$ cat config.mk
export PLATFORM = sky130hd
export DESIGN_NAME = keypad_bcd_entry
export DESIGN_NICKNAME = d
export VERILOG_FILES = /design/src/rtl/keypad_bcd_entry.sv
export SDC_FILE = /design/constraint.sdc
export NUM_CORES = 1
export LEC_CHECK = 0
export ABC_CLOCK_PERIOD_IN_PS = 2700
export BUFFER_PORTS_ARGS = -buffer_cell sky130_fd_sc_hd__clkbuf_2
export CAP_MARGIN = 10
export CORE_ASPECT_RATIO = 0.7
export CORE_MARGIN = 2
export CORE_UTILIZATION = 36
export CTS_BUF_LIST = sky130_fd_sc_hd__clkbuf_4
export CTS_CLUSTER_SIZE = 8
export DETAILED_ROUTE_END_ITERATION = 8
export PLACE_DENSITY = 0.57
export SLEW_MARGIN = 20
export SYNTH_ARGS = -nofsm -noshare
export SYNTH_HDL_FRONTEND = slang
export SYNTH_SLANG_ARGS = --single-unit
$ cat constraint.sdc
create_clock -name CLK -period 2.7 [get_ports CLK]
set_clock_uncertainty 0.2 [all_clocks]
set_input_delay 0 -clock CLK [delete_from_list [all_inputs] [get_ports CLK]]
set_output_delay 0 -clock CLK [all_outputs]
set_load 0.01 [all_outputs]
$ cat src/rtl/keypad_bcd_entry.sv
// keypad_bcd_entry
//
// Scanned 4x4 matrix keypad receiver. The rows are driven one at a time,
// active-low, stepping once per scan tick. The columns are read back through
// a synchronizer. A key is accepted once its column has read low on
// DEB_TICKS consecutive ticks. It is released once all columns have read
// high on DEB_TICKS consecutive ticks.
//
// Accepted digit keys shift into a two-digit packed BCD entry register.
// '*' (code E) clears the entry. '#' (code F) publishes the entry on VALUE
// and pulses VALID. A-D only produce a strobe.
//
// Parameters
//   SCAN_BIT   scan tick period is 2^SCAN_BIT CLK cycles
//   DEB_TICKS  identical consecutive samples needed to accept a press or a
//              release (2..15)
//
// Ports
//   CLK         system clock
//   RESET       asynchronous, active-low reset
//   COL[3:0]    keypad columns, active-low, asynchronous to CLK
//   ROW[3:0]    keypad row drive, one-hot active-low
//   BCD[7:0]    live entry register {tens, units}
//   VALUE[7:0]  last value entered with '#'
//   VALID       one-cycle pulse when VALUE is updated
//   KEY[3:0]    code of the last accepted key
//   KEY_STROBE  one-cycle pulse on every accepted key
module keypad_bcd_entry #(
    parameter int SCAN_BIT  = 11,
    parameter int DEB_TICKS = 8
) (
    input  logic       CLK,
    input  logic       RESET,
    input  logic [3:0] COL,
    output logic [3:0] ROW,
    output logic [7:0] BCD,
    output logic [7:0] VALUE,
    output logic       VALID,
    output logic [3:0] KEY,
    output logic       KEY_STROBE
);

    localparam logic [SCAN_BIT-1:0] DIV_ONE  = 1;
    localparam logic [3:0]          DEB_LAST = 4'(DEB_TICKS);
    localparam logic [3:0]          CODE_CLR = 4'hE;
    localparam logic [3:0]          CODE_ENT = 4'hF;

    typedef enum logic [1:0] {
        S_SCAN,
        S_DEBOUNCE,
        S_HELD,
        S_RELEASE
    } state_t;

    state_t              state, state_n;
    logic [SCAN_BIT-1:0] div_cnt;
    logic                tick;
    logic [3:0]          sync_a, scol;
    logic [3:0]          cnt, cnt_n, cnt_inc;
    logic [1:0]          cap_col, cap_col_n;
    logic [3:0]          row_q, row_n;
    logic [1:0]          row_sel;
    logic                any_low;
    logic [1:0]          win_col;
    logic                accept;
    logic [3:0]          code;

    // Key code for a (row, column) position of the matrix.
    function automatic logic [3:0] key_code(input logic [1:0] r, input logic [1:0] c);
        logic [3:0] k;
        case ({r, c})
            4'h0: k = 4'h1;
            4'h1: k = 4'h2;
            4'h2: k = 4'h3;
            4'h3: k = 4'hA;
            4'h4: k = 4'h4;
            4'h5: k = 4'h5;
            4'h6: k = 4'h6;
            4'h7: k = 4'hB;
            4'h8: k = 4'h7;
            4'h9: k = 4'h8;
            4'hA: k = 4'h9;
            4'hB: k = 4'hC;
            4'hC: k = 4'hE;
            4'hD: k = 4'h0;
            4'hE: k = 4'hF;
            default: k = 4'hD;
        endcase
        return k;
    endfunction

    // The tick is registered. It is high for the one cycle in which the
    // divider sits at 0 after wrapping, and not at the reset value.
    always_ff @(posedge CLK or negedge RESET) begin
        if (!RESET) begin
            div_cnt <= '0;
            tick    <= 1'b0;
        end else begin
            div_cnt <= div_cnt + DIV_ONE;
            tick    <= (div_cnt == '1);
        end
    end

    always_ff @(posedge CLK or negedge RESET) begin
        if (!RESET) begin
            sync_a <= 4'hF;
            scol   <= 4'hF;
        end else begin
            sync_a <= COL;
            scol   <= sync_a;
        end
    end

    // When several columns are low, the lowest column index wins.
    always_comb begin
        any_low = ~&scol;
        if (!scol[0])      win_col = 2'd0;
        else if (!scol[1]) win_col = 2'd1;
        else if (!scol[2]) win_col = 2'd2;
        else               win_col = 2'd3;
    end

    // Outside SCAN, ROW is frozen, so it doubles as the captured row.
    always_comb begin
        case (row_q)
            4'b1110: row_sel = 2'd0;
            4'b1101: row_sel = 2'd1;
            4'b1011: row_sel = 2'd2;
            default: row_sel = 2'd3;
        endcase
    end

    assign code    = key_code(row_sel, cap_col);
    assign cnt_inc = cnt + 4'd1;
    assign ROW     = row_q;

    always_ff @(posedge CLK or negedge RESET) begin
        if (!RESET) begin
            state   <= S_SCAN;
            cnt     <= 4'd0;
            cap_col <= 2'd0;
            row_q   <= 4'b1110;
        end else begin
            state   <= state_n;
            cnt     <= cnt_n;
            cap_col <= cap_col_n;
            row_q   <= row_n;
        end
    end

    always_comb begin
        state_n   = state;
        cnt_n     = cnt;
        cap_col_n = cap_col;
        row_n     = row_q;
        accept    = 1'b0;
        if (tick) begin
            case (state)
                S_SCAN: begin
                    if (any_low) begin
                        cap_col_n = win_col;
                        cnt_n     = 4'd1;
                        state_n   = S_DEBOUNCE;
                    end else begin
                        row_n = {row_q[2:0], row_q[3]};
                    end
                end
                S_DEBOUNCE: begin
                    if (any_low && (win_col == cap_col)) begin
                        cnt_n = cnt_inc;
                        if (cnt_inc == DEB_LAST) begin
                            accept  = 1'b1;
                            state_n = S_HELD;
                        end
                    end else begin
                        // Bounce or a different column: rescan this row.
                        state_n = S_SCAN;
                    end
                end
                S_HELD: begin
                    if (!any_low) begin
                        cnt_n   = 4'd1;
                        state_n = S_RELEASE;
                    end
                end
                default: begin
                    if (!any_low) begin
                        cnt_n = cnt_inc;
                        if (cnt_inc == DEB_LAST) begin
                            state_n = S_SCAN;
                            row_n   = {row_q[2:0], row_q[3]};
                        end
                    end else begin
                        state_n = S_HELD;
                    end
                end
            endcase
        end
    end

    // Accept actions. Everything updates on the same edge as the transition
    // into HELD.
    always_ff @(posedge CLK or negedge RESET) begin
        if (!RESET) begin
            BCD        <= 8'h00;
            VALUE      <= 8'h00;
            VALID      <= 1'b0;
            KEY        <= 4'h0;
            KEY_STROBE <= 1'b0;
        end else begin
            KEY_STROBE <= accept;
            VALID      <= 1'b0;
            if (accept) begin
                KEY <= code;
                if (code <= 4'd9) begin
                    BCD <= {BCD[3:0], code};
                end else if (code == CODE_CLR) begin
                    BCD <= 8'h00;
                end else if (code == CODE_ENT) begin
                    VALUE <= BCD;
                    BCD   <= 8'h00;
                    VALID <= 1'b1;
                end
            end
        end
    end

endmodule

==> results.md, run 1 <==
- Run status: finished, final reports clean
- Pint: 0.935 mW
- Area delta synth->final: 18.2%
- Crit path required time: 2.78 ns
- Setup crit end kind: flop
- Synth Area per Inst: 10.9 µm²
- Final Hold Viols: 0
- Area contributors post-synth: dfrtp_1 (42%), dfstp_2 (11%), mux2_2 (6.2%)
- Share of cells above drive strength 1: 28.4%
- Die X: 105 µm
- Cell accounting for the most synthesized area: dfrtp_1
- # port buffers: 31
- WL per Instance: 13.1 µm
- Seq pwr share: 67.4%
- Worst reg2reg setup slack: 0.21 ns
- DRT iter0 DRCs: 62
- Final cell count without fillers: 376
- Setup TNS: 0 ns
- RSZ-0062 raised after global routing: no
- Critical path endpoint: VALUE[6]
- Worst-path clk slew: 0.16 ns
- Vias in the first global route: 1756
- WL final: 4930 µm
- PD cells: 406 mW/mm²
- Max-cap violations: 0
- Sw power: 0.288 mW
- Post-Syn Instances: 233
- Max-slew violations: 0
- Critical R2R Launch: cap_col[1]
- Post-route minimum period: 2.49 ns
- Number of nets in the layout: 297
- Maximum clock rate: 402 MHz
- H-tree depth: 2
- GRT Overall Usage: 13.6%
- GPL Wtd Cong: 0.825
- Vias/cell: 4.88
- Max_slew headroom: 62.0%
- Netlist cell types: 45
- Power share of the clock group: 29.9%
- CP arrival: 2.57 ns
- Mapped Area: 0.00255 mm²
- Share of the synthesized area in the top cell type: 42.2%
- I/O Pins: 32
- Yosys warning count: 0
- Tightest Hold Check Type: input pin to flop
- Global-route wire length before repair: 8530 µm
- Ant. Diodes: 0
- Pin count of the biggest net entering global routing: 55
- Post-layout power: 1.22 mW
- Sw frac: 23.5%
- Prevailing post-synth register cell: dfrtp_1
- Clock sinks: 54
- Core Util, Final: 44.2%
- Tcrit/Tclk final: 92.1%
- Maximum vdd drop: 0.000219 V
- Post-synth ARST share: 100%
- Min Hold Slack: 0.0387 ns
- Critical Path Source: cap_col[1]
- Initial antenna violation count: 0
- Mapped Nets: 249
- Die height: 74.4 µm
- Max FO, Critical Path: 8
- DRC viols: 0
- Yosys reg bits: 54
- Die ar.: 0.00779 mm²
- Worst r2r dst: VALUE[6]
- Detailed-route via count: 1834
- DP Wirelength: 3410 µm
- Startpoint Class: flop
- Number of synthesized flops with an enable pin: 0
- Final ANT Viol Nets: 0
- Total global routing overflow: 0
- CTS tree: yes
- Initial Utilization: 37.4%
- Total CTS buffers: 5
- Root buf cell: clkbuf_4
- Final setup viols: 0
- WS Path Type: flop to flop
- Reg2reg path depth: 9
- Worst-case clock buffer depth: 2
- Sequential element share of the synthesized area: 53.5%
- Comb power frac: 2.7%
- Tightest Pin Transition: 0.563 ns
- Leakage: 1.37 nW
- Rows: 25
- Clock Latency Late Sink: 0.37 ns
- Dpl cells: 361
- Pre-antenna DRT Iters: 4
- Core area: 0.00682 mm²
==> power by group through the flow <==
stage | clock network [mW] | logic, mW | registers [mW]
after CTS | 0.391 | 0.0350 | 0.824
after global placement | 0 | 0.0279 | 0.838
after floorplan | 0 | 0.00372 | 0.837
after detailed placement | 0 | 0.0281 | 0.838
final | 0.366 | 0.0330 | 0.824
after global routing | 0.426 | 0.0383 | 0.825
==> cells in the final DEF (no fill, tap or decap), types with 2 or more instances in the layout <==
| cell | instances |
|---|---|
| nor3b_1 | 2 |
| mux2_2 | 14 |
| nand3b_1 | 2 |
| ha_1 | 10 |
| nand4_1 | 2 |
| a21o_1 | 3 |
| nand3_1 | 13 |
| nor2b_1 | 4 |
| nand2b_1 | 3 |
| dlygate4sd3_1 | 6 |
| nand2_1 | 26 |
| buf_12 | 2 |
| nor3_1 | 2 |
| xnor2_1 | 6 |
| o31ai_1 | 5 |
| buf_4 | 7 |
| and2_1 | 2 |
| a21oi_1 | 10 |
| clkbuf_2 | 31 |
| inv_2 | 2 |
| o21ai_0 | 16 |
| dfstp_2 | 11 |
| nand4b_1 | 2 |
| a22o_1 | 2 |
| inv_1 | 10 |
| xor2_1 | 4 |
| clkbuf_4 | 5 |
| o211ai_1 | 3 |
| dfrtp_1 | 43 |
| nor2_1 | 13 |
==> per-layer routing <==
| layer | wire length [µm] | GRT usage [%] | vias to the layer above |
|---|---|---|---|
| met5 | 0 | 0 | - |
| met4 | 68 | 4.74 | 0 |
| met3 | 231 | 3.59 | 6 |
| met2 | 2090 | 20.6 | 46 |
| met1 | 2540 | 19.2 | 868 |
| li1 | - | - | 914 |
==> stage by stage <==
step                setup WS [ns]  cell area (µm²)
CTS                        0.0590             3000
detailed placement         0.0819             2880
global route               0.0386             3020
finish                      0.213             3020
global placement            0.148             2880
floorplan                   0.267             2550
==> repair_timing <==
item,CTS,global route
hold buffers,6,0
endpoints found under the setup margin,0,8
buffers inserted,0,1
hold endpoints to repair,58,0
resized for setup,0,1
==> sequential cells by signal, indices dropped and copies added (netlist names) <==
signal	flops
BCD	8
tick	1
state	2
VALID	1
scol	4
cap_col	2
KEY_STROBE	1
div_cnt	11
sync_a	4
KEY	4
VALUE	8
cnt	4
ROW	4
==> layout make-up <==
type                    count  area, µm²
flip-flops and latches     54       1370
repair buffers             46        308
clock buffers               5       37.5
inverters                  12       45.0
clock inverters             3       21.3
fillers                   682       3800
multi-input cells         162       1120
well taps                  94        118
==> cells in the mapped netlist (5+ instances only) <==
cell type	instances
o31ai_1	5
mux2_2	14
dfstp_2	11
a21oi_1	10
nand3_1	13
ha_1	10
inv_1	11
o21ai_0	16
nor2_1	13
dfrtp_1	43
nand2_1	26
xnor2_1	6
==> critical path: stages (launching register included) <==
cell,delay (ns)
dfrtp_1,0.45
inv_2,0.12
ha_1,0.24
nor3b_1,0.22
nor2b_1,0.15
o21ai_0,0.08
a21o_1,0.24
nor3_4,0.22
buf_12,0.15
mux2_2,0.33
==> how the worst min path moves through the flow <==
stage | cells past startpoint | start | slack [ns] | end
after floorplan | 0 | RESET | -0.50 | BCD[0]
after global placement | 2 | RESET | -0.18 | state[0]
after detailed placement | 2 | RESET | -0.17 | state[0]
after CTS | 2 | COL[2] | 0.02 | sync_a[2]
after global routing | 2 | COL[3] | 0.02 | sync_a[3]
final | 2 | COL[2] | 0.04 | sync_a[2]
==> cells by family (layout without fill, tap and decap cells) <==
| logic type | after synthesis | after routing | synth area share (%) |
|---|---|---|---|
| and+or+nand+nor | 76 | 76 | 15.1 |
| AOI/OAI and AO/OA | 50 | 50 | 13.6 |
| adders and majority gates | 11 | 11 | 5.30 |
| DFF | 54 | 54 | 53.5 |
| xor gates and xnor gates | 10 | 10 | 3.43 |
| muxes | 15 | 15 | 6.57 |
| buffers and inverters | 17 | 66 | 2.55 |
No activity file was read; power rests on OpenSTA's default activity.
==> run 2: changes to the inputs <==
Settings changed: CORE_UTILIZATION 36 to 50, CTS_BUF_LIST sky130_fd_sc_hd__clkbuf_4 to sky130_fd_sc_hd__clkbuf_16, PLACE_DENSITY 0.57 to 0.73.
==> run 2 against run 1 <==
Via count grew 3.0%. Sequential share of layout area decreased by 0.70 points. Register-to-register slack lost 0.10 ns. Sequential cell count unchanged. Utilization up 19 points. Count of clock-buffer cells in the layout stayed put. Power rose by 21%. Worst hold slack better by 0.091 ns. Critical path type unchanged. Largest power group unchanged.
==> results.md, run 2 (synthesis gave the netlist of run 1 again) <==
- Run status: finished, final reports clean (unchanged)
- DP Area: 0.00284 mm² (was 0.00288 mm²)
- Worst-path clk slew: 0.07 ns (was 0.16 ns)
- Initial Utilization: 52.8% (was 37.4%)
- Number of nets in the layout: 298 (was 297)
- # port buffers: 31 (unchanged)
- Tcrit/Tclk final: 96.0% (was 92.1%)
- Power share of the clock group: 42.2% (was 29.9%)
- Pint: 1.17 mW (was 0.935 mW)
- CP peak stage delay: 0.41 ns (was 0.45 ns)
- CP Buf/Inv Count: 2 (unchanged)
- Root buf cell: clkbuf_16 (was clkbuf_4)
- GRT Overall Usage: 19.6% (was 13.6%)
- WL per Instance: 13.8 µm (was 13.1 µm)
- DRT iter0 DRCs: 147 (was 62)
- Vias/cell: 5.37 (was 4.88)
- Most flops, register: div_cnt (unchanged)
- CTS tree: yes (unchanged)
- Die ar.: 0.00570 mm² (was 0.00779 mm²)
- Pre-CTS WS: 0.128 ns (was 0.0819 ns)
- Vias in the first global route: 1751 (was 1756)
- WS Path Type: flop to flop (unchanged)
- Sw power: 0.305 mW (was 0.288 mW)
- Setup ws final: 0.109 ns (was 0.213 ns)
- Seq pwr share: 55.7% (was 67.4%)
- Sw frac: 20.6% (was 23.5%)
- Min Hold Slack: 0.130 ns (was 0.0387 ns)
- I/O Pins: 32 (unchanged)
- Maximum vdd drop: 0.000376 V (was 0.000219 V)
- Setup crit end kind: flop (unchanged)
- Detailed-route via count: 1889 (was 1834)
- DP Wirelength: 3440 µm (was 3410 µm)
- Startpoint Class: flop (unchanged)
- H-tree depth: 2 (unchanged)
- Total global routing overflow: 0 (unchanged)
- Max_slew headroom: 61.7% (was 62.0%)
- Final Hold Viols: 0 (unchanged)
- Share of cells above drive strength 1: 27.9% (was 28.4%)
- Worst-case clock buffer depth: 2 (unchanged)
- Max-slew violations: 0 (unchanged)
- Ant. Diodes: 0 (unchanged)
- Final ANT Viol Nets: 0 (unchanged)
- Clock sinks: 54 (unchanged)
- Tightest Pin Transition: 0.569 ns (was 0.563 ns)
- Core Util, Final: 63.4% (was 44.2%)
- Leading cell type in the layout, fill and taps excluded: dfrtp_1 (unchanged)
- CP arrival: 2.56 ns (was 2.57 ns)
- Initial antenna violation count: 0 (unchanged)
- Die X: 89.4 µm (was 105 µm)
- Comb power frac: 2.2% (was 2.7%)
- Global-route wire length before repair: 8310 µm (was 8530 µm)
- Pre-antenna DRT Iters: 5 (was 4)
- Design Area, Final: 0.00306 mm² (was 0.00302 mm²)
- Rows: 21 (was 25)
- Setup TNS: 0 ns (unchanged)
- Tightest Hold Check Type: input pin to async pin (was input pin to flop)
- WL final: 4850 µm (was 4930 µm)
- Critical R2R Launch: cap_col[1] (unchanged)
- GPL Wtd Cong: 0.855 (was 0.825)
- Max-cap violations: 0 (unchanged)
- Maximum clock rate: 386 MHz (was 402 MHz)
- CP Cell Sequence: inv_1 > ha_1 > nor3b_1 > nor2b_1 > o21ai_0 > a21o_1 > nor3_4 > buf_12 > mux2_2 (was inv_2 > ha_1 > nor3b_1 > nor2b_1 > o21ai_0 > a21o_1 > nor3_4 > buf_12 > mux2_2)
- Post-route minimum period: 2.59 ns (was 2.49 ns)
- Core area: 0.00483 mm² (was 0.00682 mm²)
- Max FO, Critical Path: 8 (unchanged)
- Top Family by Delay on Critical Path: simple AND/OR/NAND/NOR gates (unchanged)
- Fillers: 401 (was 682)
- Commonest non-fill, non-tap cells in the layout: dfrtp_1 (43), clkbuf_2 (31), nand2_1 (26), o21ai_0 (16), mux2_2 (14) (unchanged)
- Number of flip-flops under the largest register name: 11 (unchanged)
- Area delta synth->final: 20.1% (was 18.2%)
- Final setup viols: 0 (unchanged)
- Max stage delay cell, worst path: dfrtp_1 (unchanged)
- Top Registers: div_cnt: 11 flops, BCD: 8 flops, VALUE: 8 flops (unchanged)
- Critical Path Source: cap_col[1] (unchanged)
- DRC viols: 0 (unchanged)
- Pin count of the biggest net entering global routing: 23 (was 55)
- Leakage: 1.41 nW (was 1.37 nW)
- Die height: 63.8 µm (was 74.4 µm)
- Total CTS buffers: 5 (unchanged)
- Crit path required time: 2.67 ns (was 2.78 ns)
- PD cells: 483 mW/mm² (was 406 mW/mm²)
- Clock Latency Late Sink: 0.29 ns (was 0.37 ns)
[run 2: through the flow]
step / power (mW) / cells
finish: 1.48 / 352
global route: 1.55 / 352
CTS: 1.50 / 351
detailed placement: 0.864 / 337
global placement: 0.863 / 337
floorplan: 0.841 / 233
[run 2: final cells by class]
class | count | area (µm²) | share of cell area [%]
sequential | 54 | 1370 | 44.6
multi-input combinational | 162 | 1120 | 36.6
timing repair buffer | 47 | 303 | 9.89
clock buffer | 5 | 125 | 4.08
tap | 69 | 86.3 | 2.82
inverter | 12 | 45.0 | 1.47
clock inverter | 3 | 17.5 | 0.572
[run 2: power by group through the flow]
stage	combinational (mW)	clock, mW	sequential, mW
2_1_floorplan	0.00372	0	0.837
3_3_place_gp	0.0258	0	0.838
3_5_place_dp	0.0265	0	0.838
4_1_cts	0.0332	0.639	0.823
5_1_grt	0.0374	0.692	0.824
6_report	0.0320	0.624	0.823
[run 2: final timing paths]
check                                   to  slack [ns]  cells past startpoint
worst min-delay path               scol[3]        0.13                      2
worst min register to register     scol[3]        0.16                      0
max in group asynchronous       div_cnt[4]        1.45                      3
worst max register to register    VALUE[5]        0.11                      9
min in group CLK                 sync_a[0]        0.14                      2
worst max-delay path              VALUE[5]        0.11                      9
[run 2: per-layer routing]
metal | wire [µm] | track usage (%)
met3 | 278 | 6.98
met2 | 2190 | 27.4
met5 | 0 | 0
met1 | 2320 | 28.5
met4 | 61 | 6.16
[run 2: what timing repair did]
item	CTS	global route
resized for setup	0	0
hold endpoints to repair	55	0
endpoints found under the setup margin	0	1
setup buffers	0	1
hold buffers	6	0
==> run 3: changes to the inputs <==
Settings changed: RECOVER_POWER set to 100.
==> run 3 against run 2 <==
Register-to-register slack barely moved. Count of clock-buffer cells in the layout did not move. First-iteration DRC count rose by 12%. Critical endpoint unchanged. Highest routed layer unchanged.
==> results.md, run 3 (synthesis gave the netlist of run 1 again) <==
- Detailed-route via count: 1883 (was 1889)
- Maximum clock rate: 385 MHz (was 386 MHz)
- Top Registers: div_cnt: 11 flops, BCD: 8 flops, VALUE: 8 flops (unchanged)
- Share of cells above drive strength 1: 16.3% (was 27.9%)
- Die height: 63.8 µm (unchanged)
- Worst reg2reg setup slack: 0.10 ns (was 0.11 ns)
- Initial antenna violation count: 0 (unchanged)
- GRT Overall Usage: 19.6% (unchanged)
- Critical R2R Launch: cap_col[1] (unchanged)
- Tightest Hold Check Type: input pin to flop (was input pin to async pin)
- DRC viols: 0 (unchanged)
- Post-route minimum period: 2.60 ns (was 2.59 ns)
- Tightest Pin Transition: 1.18 ns (was 0.569 ns)
- Startpoint Class: flop (unchanged)
- # resized after CTS: 0 (unchanged)
- Core area: 0.00483 mm² (unchanged)
- WL per Instance: 13.9 µm (was 13.8 µm)
- GRT met1 Usage: 28.5% (unchanged)
- Final setup viols: 0 (unchanged)
- Tcrit/Tclk final: 96.3% (was 96.0%)
- WL final: 4890 µm (was 4850 µm)
- Pre-CTS WS: 0.128 ns (unchanged)
- # port buffers: 31 (unchanged)
- DP Wirelength: 3440 µm (unchanged)
- Setup ws final: 0.101 ns (was 0.109 ns)
- Storage cell area: 0.00137 mm² (unchanged)
- Final Hold Viols: 0 (unchanged)
- Worst r2r dst: VALUE[5] (unchanged)
- CP arrival: 2.57 ns (was 2.56 ns)
- Critical Path Source: cap_col[1] (unchanged)
- M2 GR Usage: 27.4% (unchanged)
- Hold Crit Depth: 2
- Clock Latency Late Sink: 0.29 ns (about the same)
- WS Path Type: flop to flop (unchanged)
- Fillers: 417 (was 401)
- Clock sinks: 54 (unchanged)
- H-tree depth: 2 (unchanged)
- Crit path required time: 2.67 ns (about the same)
- Die ar.: 0.00570 mm² (unchanged)
- Maximum vdd drop: 0.000373 V (was 0.000376 V)
- Global-route wire length before repair: 8310 µm (unchanged)
- Setup TNS: 0 ns (unchanged)
- Vias in the first global route: 1751 (unchanged)
- Area used by multi-input combinational logic: 0.00111 mm² (was 0.00112 mm²)
- Root buf cell: clkbuf_16 (unchanged)
- Leading cell type in the layout, fill and taps excluded: dfrtp_1 (unchanged)
- Worst-case clock buffer depth: 2 (unchanged)
- Run status: finished, final reports clean (unchanged)
- Ant. Diodes: 0 (unchanged)
- I/O Pins: 32 (unchanged)
- Number of flip-flops under the largest register name: 11 (unchanged)
- PD cells: 490 mW/mm² (was 483 mW/mm²)
- GPL Wtd Cong: 0.855 (unchanged)
- Setup crit end kind: flop (unchanged)
- Post-layout power: 1.47 mW (was 1.48 mW)
- DRT iter0 DRCs: 164 (was 147)
- Critical path endpoint: VALUE[5] (unchanged)
- Dpl cells: 337 (unchanged)
- Total CTS buffers: 5 (unchanged)
- Die X: 89.4 µm (unchanged)
- Max FO, Critical Path: 8 (unchanged)
- GRT busiest layer: met1 (unchanged)
- Final cell count without fillers: 352 (unchanged)
- Met3 Usage GRT: 6.98% (unchanged)
- CTS tree: yes (unchanged)
- Most flops, register: div_cnt (unchanged)
- Pre-antenna DRT Iters: 4 (was 5)
- Rows: 21 (unchanged)
- Final ANT Viol Nets: 0 (unchanged)
- Max_slew headroom: 21.7% (was 61.7%)
- Max-cap violations: 0 (unchanged)
- Core Util, Final: 62.2% (was 63.4%)
- Initial Utilization: 52.8% (unchanged)
- Commonest non-fill, non-tap cells in the layout: dfrtp_1 (43), clkbuf_1 (29), nand2_1 (26), o21ai_0 (16), mux2_2 (14) (was dfrtp_1 (43), clkbuf_2 (31), nand2_1 (26), o21ai_0 (16), mux2_2 (14))
- Reg2reg path depth: 9 (unchanged)
- Leakage: 1.30 nW (was 1.41 nW)
- Area delta synth->final: 17.8% (was 20.1%)
- Max-slew violations: 0 (unchanged)
- Pin count of the biggest net entering global routing: 23 (unchanged)
- Number of nets in the layout: 298 (unchanged)
- Total global routing overflow: 0 (unchanged)
- Worst-path clk slew: 0.07 ns (about the same)
- Vias/cell: 5.35 (was 5.37)
## run 3: changes by cell type in the layout (fill, tap and decap cells not counted), sizes merged
cell and change:
buf -6, clkbuf +6
## run 3: worst min-delay path by stage
stage	endpoint	slack (ns)	from
6_report	sync_a[0]	0.14	COL[0]
5_1_grt	sync_a[0]	0.13	COL[0]
4_1_cts	sync_a[2]	0.13	COL[2]
3_5_place_dp	div_cnt[9]	-0.27	RESET
3_3_place_gp	div_cnt[9]	-0.27	RESET
2_1_floorplan	BCD[0]	-0.50	RESET
## run 3: layout make-up
cell class	instances	area share, %
clock inverters	3	0.583
flip-flops and latches	54	45.4
inverters	12	1.50
clock buffers	5	4.16
repair buffers	47	8.37
well taps	69	2.87
multi-input cells	162	37.1
## run 3: metal layers
layer  wire length (µm)  up-vias  part of all wire, %
li1                   -      928                    -
met1               2380      904                   49
met2               2180       47                   44
met3                274        4                  5.6
met4                 63        0                  1.3
met5                  0        -                    0
## run 3: worst max-delay path, stage by stage (launching register included)
cell and delay [ns]:
dfrtp_1 0.41, inv_1 0.17, ha_1 0.26, nor3b_1 0.22
nor2b_1 0.19, o21ai_0 0.10, a21o_1 0.23, nor3_4 0.22
buf_12 0.15, mux2_2 0.33
## run 3: per-stage QoR
stage | hold WS, ns | instance area [µm²]
floorplan | -0.496 | 2550
global placement | -0.275 | 2840
detailed placement | -0.274 | 2840
CTS | 0.127 | 3040
global route | 0.125 | 3010
finish | 0.139 | 3010
## run 3: repair_timing
item	4_1_cts	5_1_grt
endpoints found under the hold margin	55	0
hold buffers	6	0
setup buffers	0	1
setup endpoints to repair	0	1
## run 3: report_power, final
group / switching, mW / leakage [nW] / internal, mW / total [mW]
Sequential: 0.00310 / 0.701 / 0.819 / 0.822
Combinational: 0.0205 / 0.528 / 0.00980 / 0.0303
Clock: 0.279 / 0.0754 / 0.342 / 0.621
Total: 0.302 / 1.30 / 1.17 / 1.47
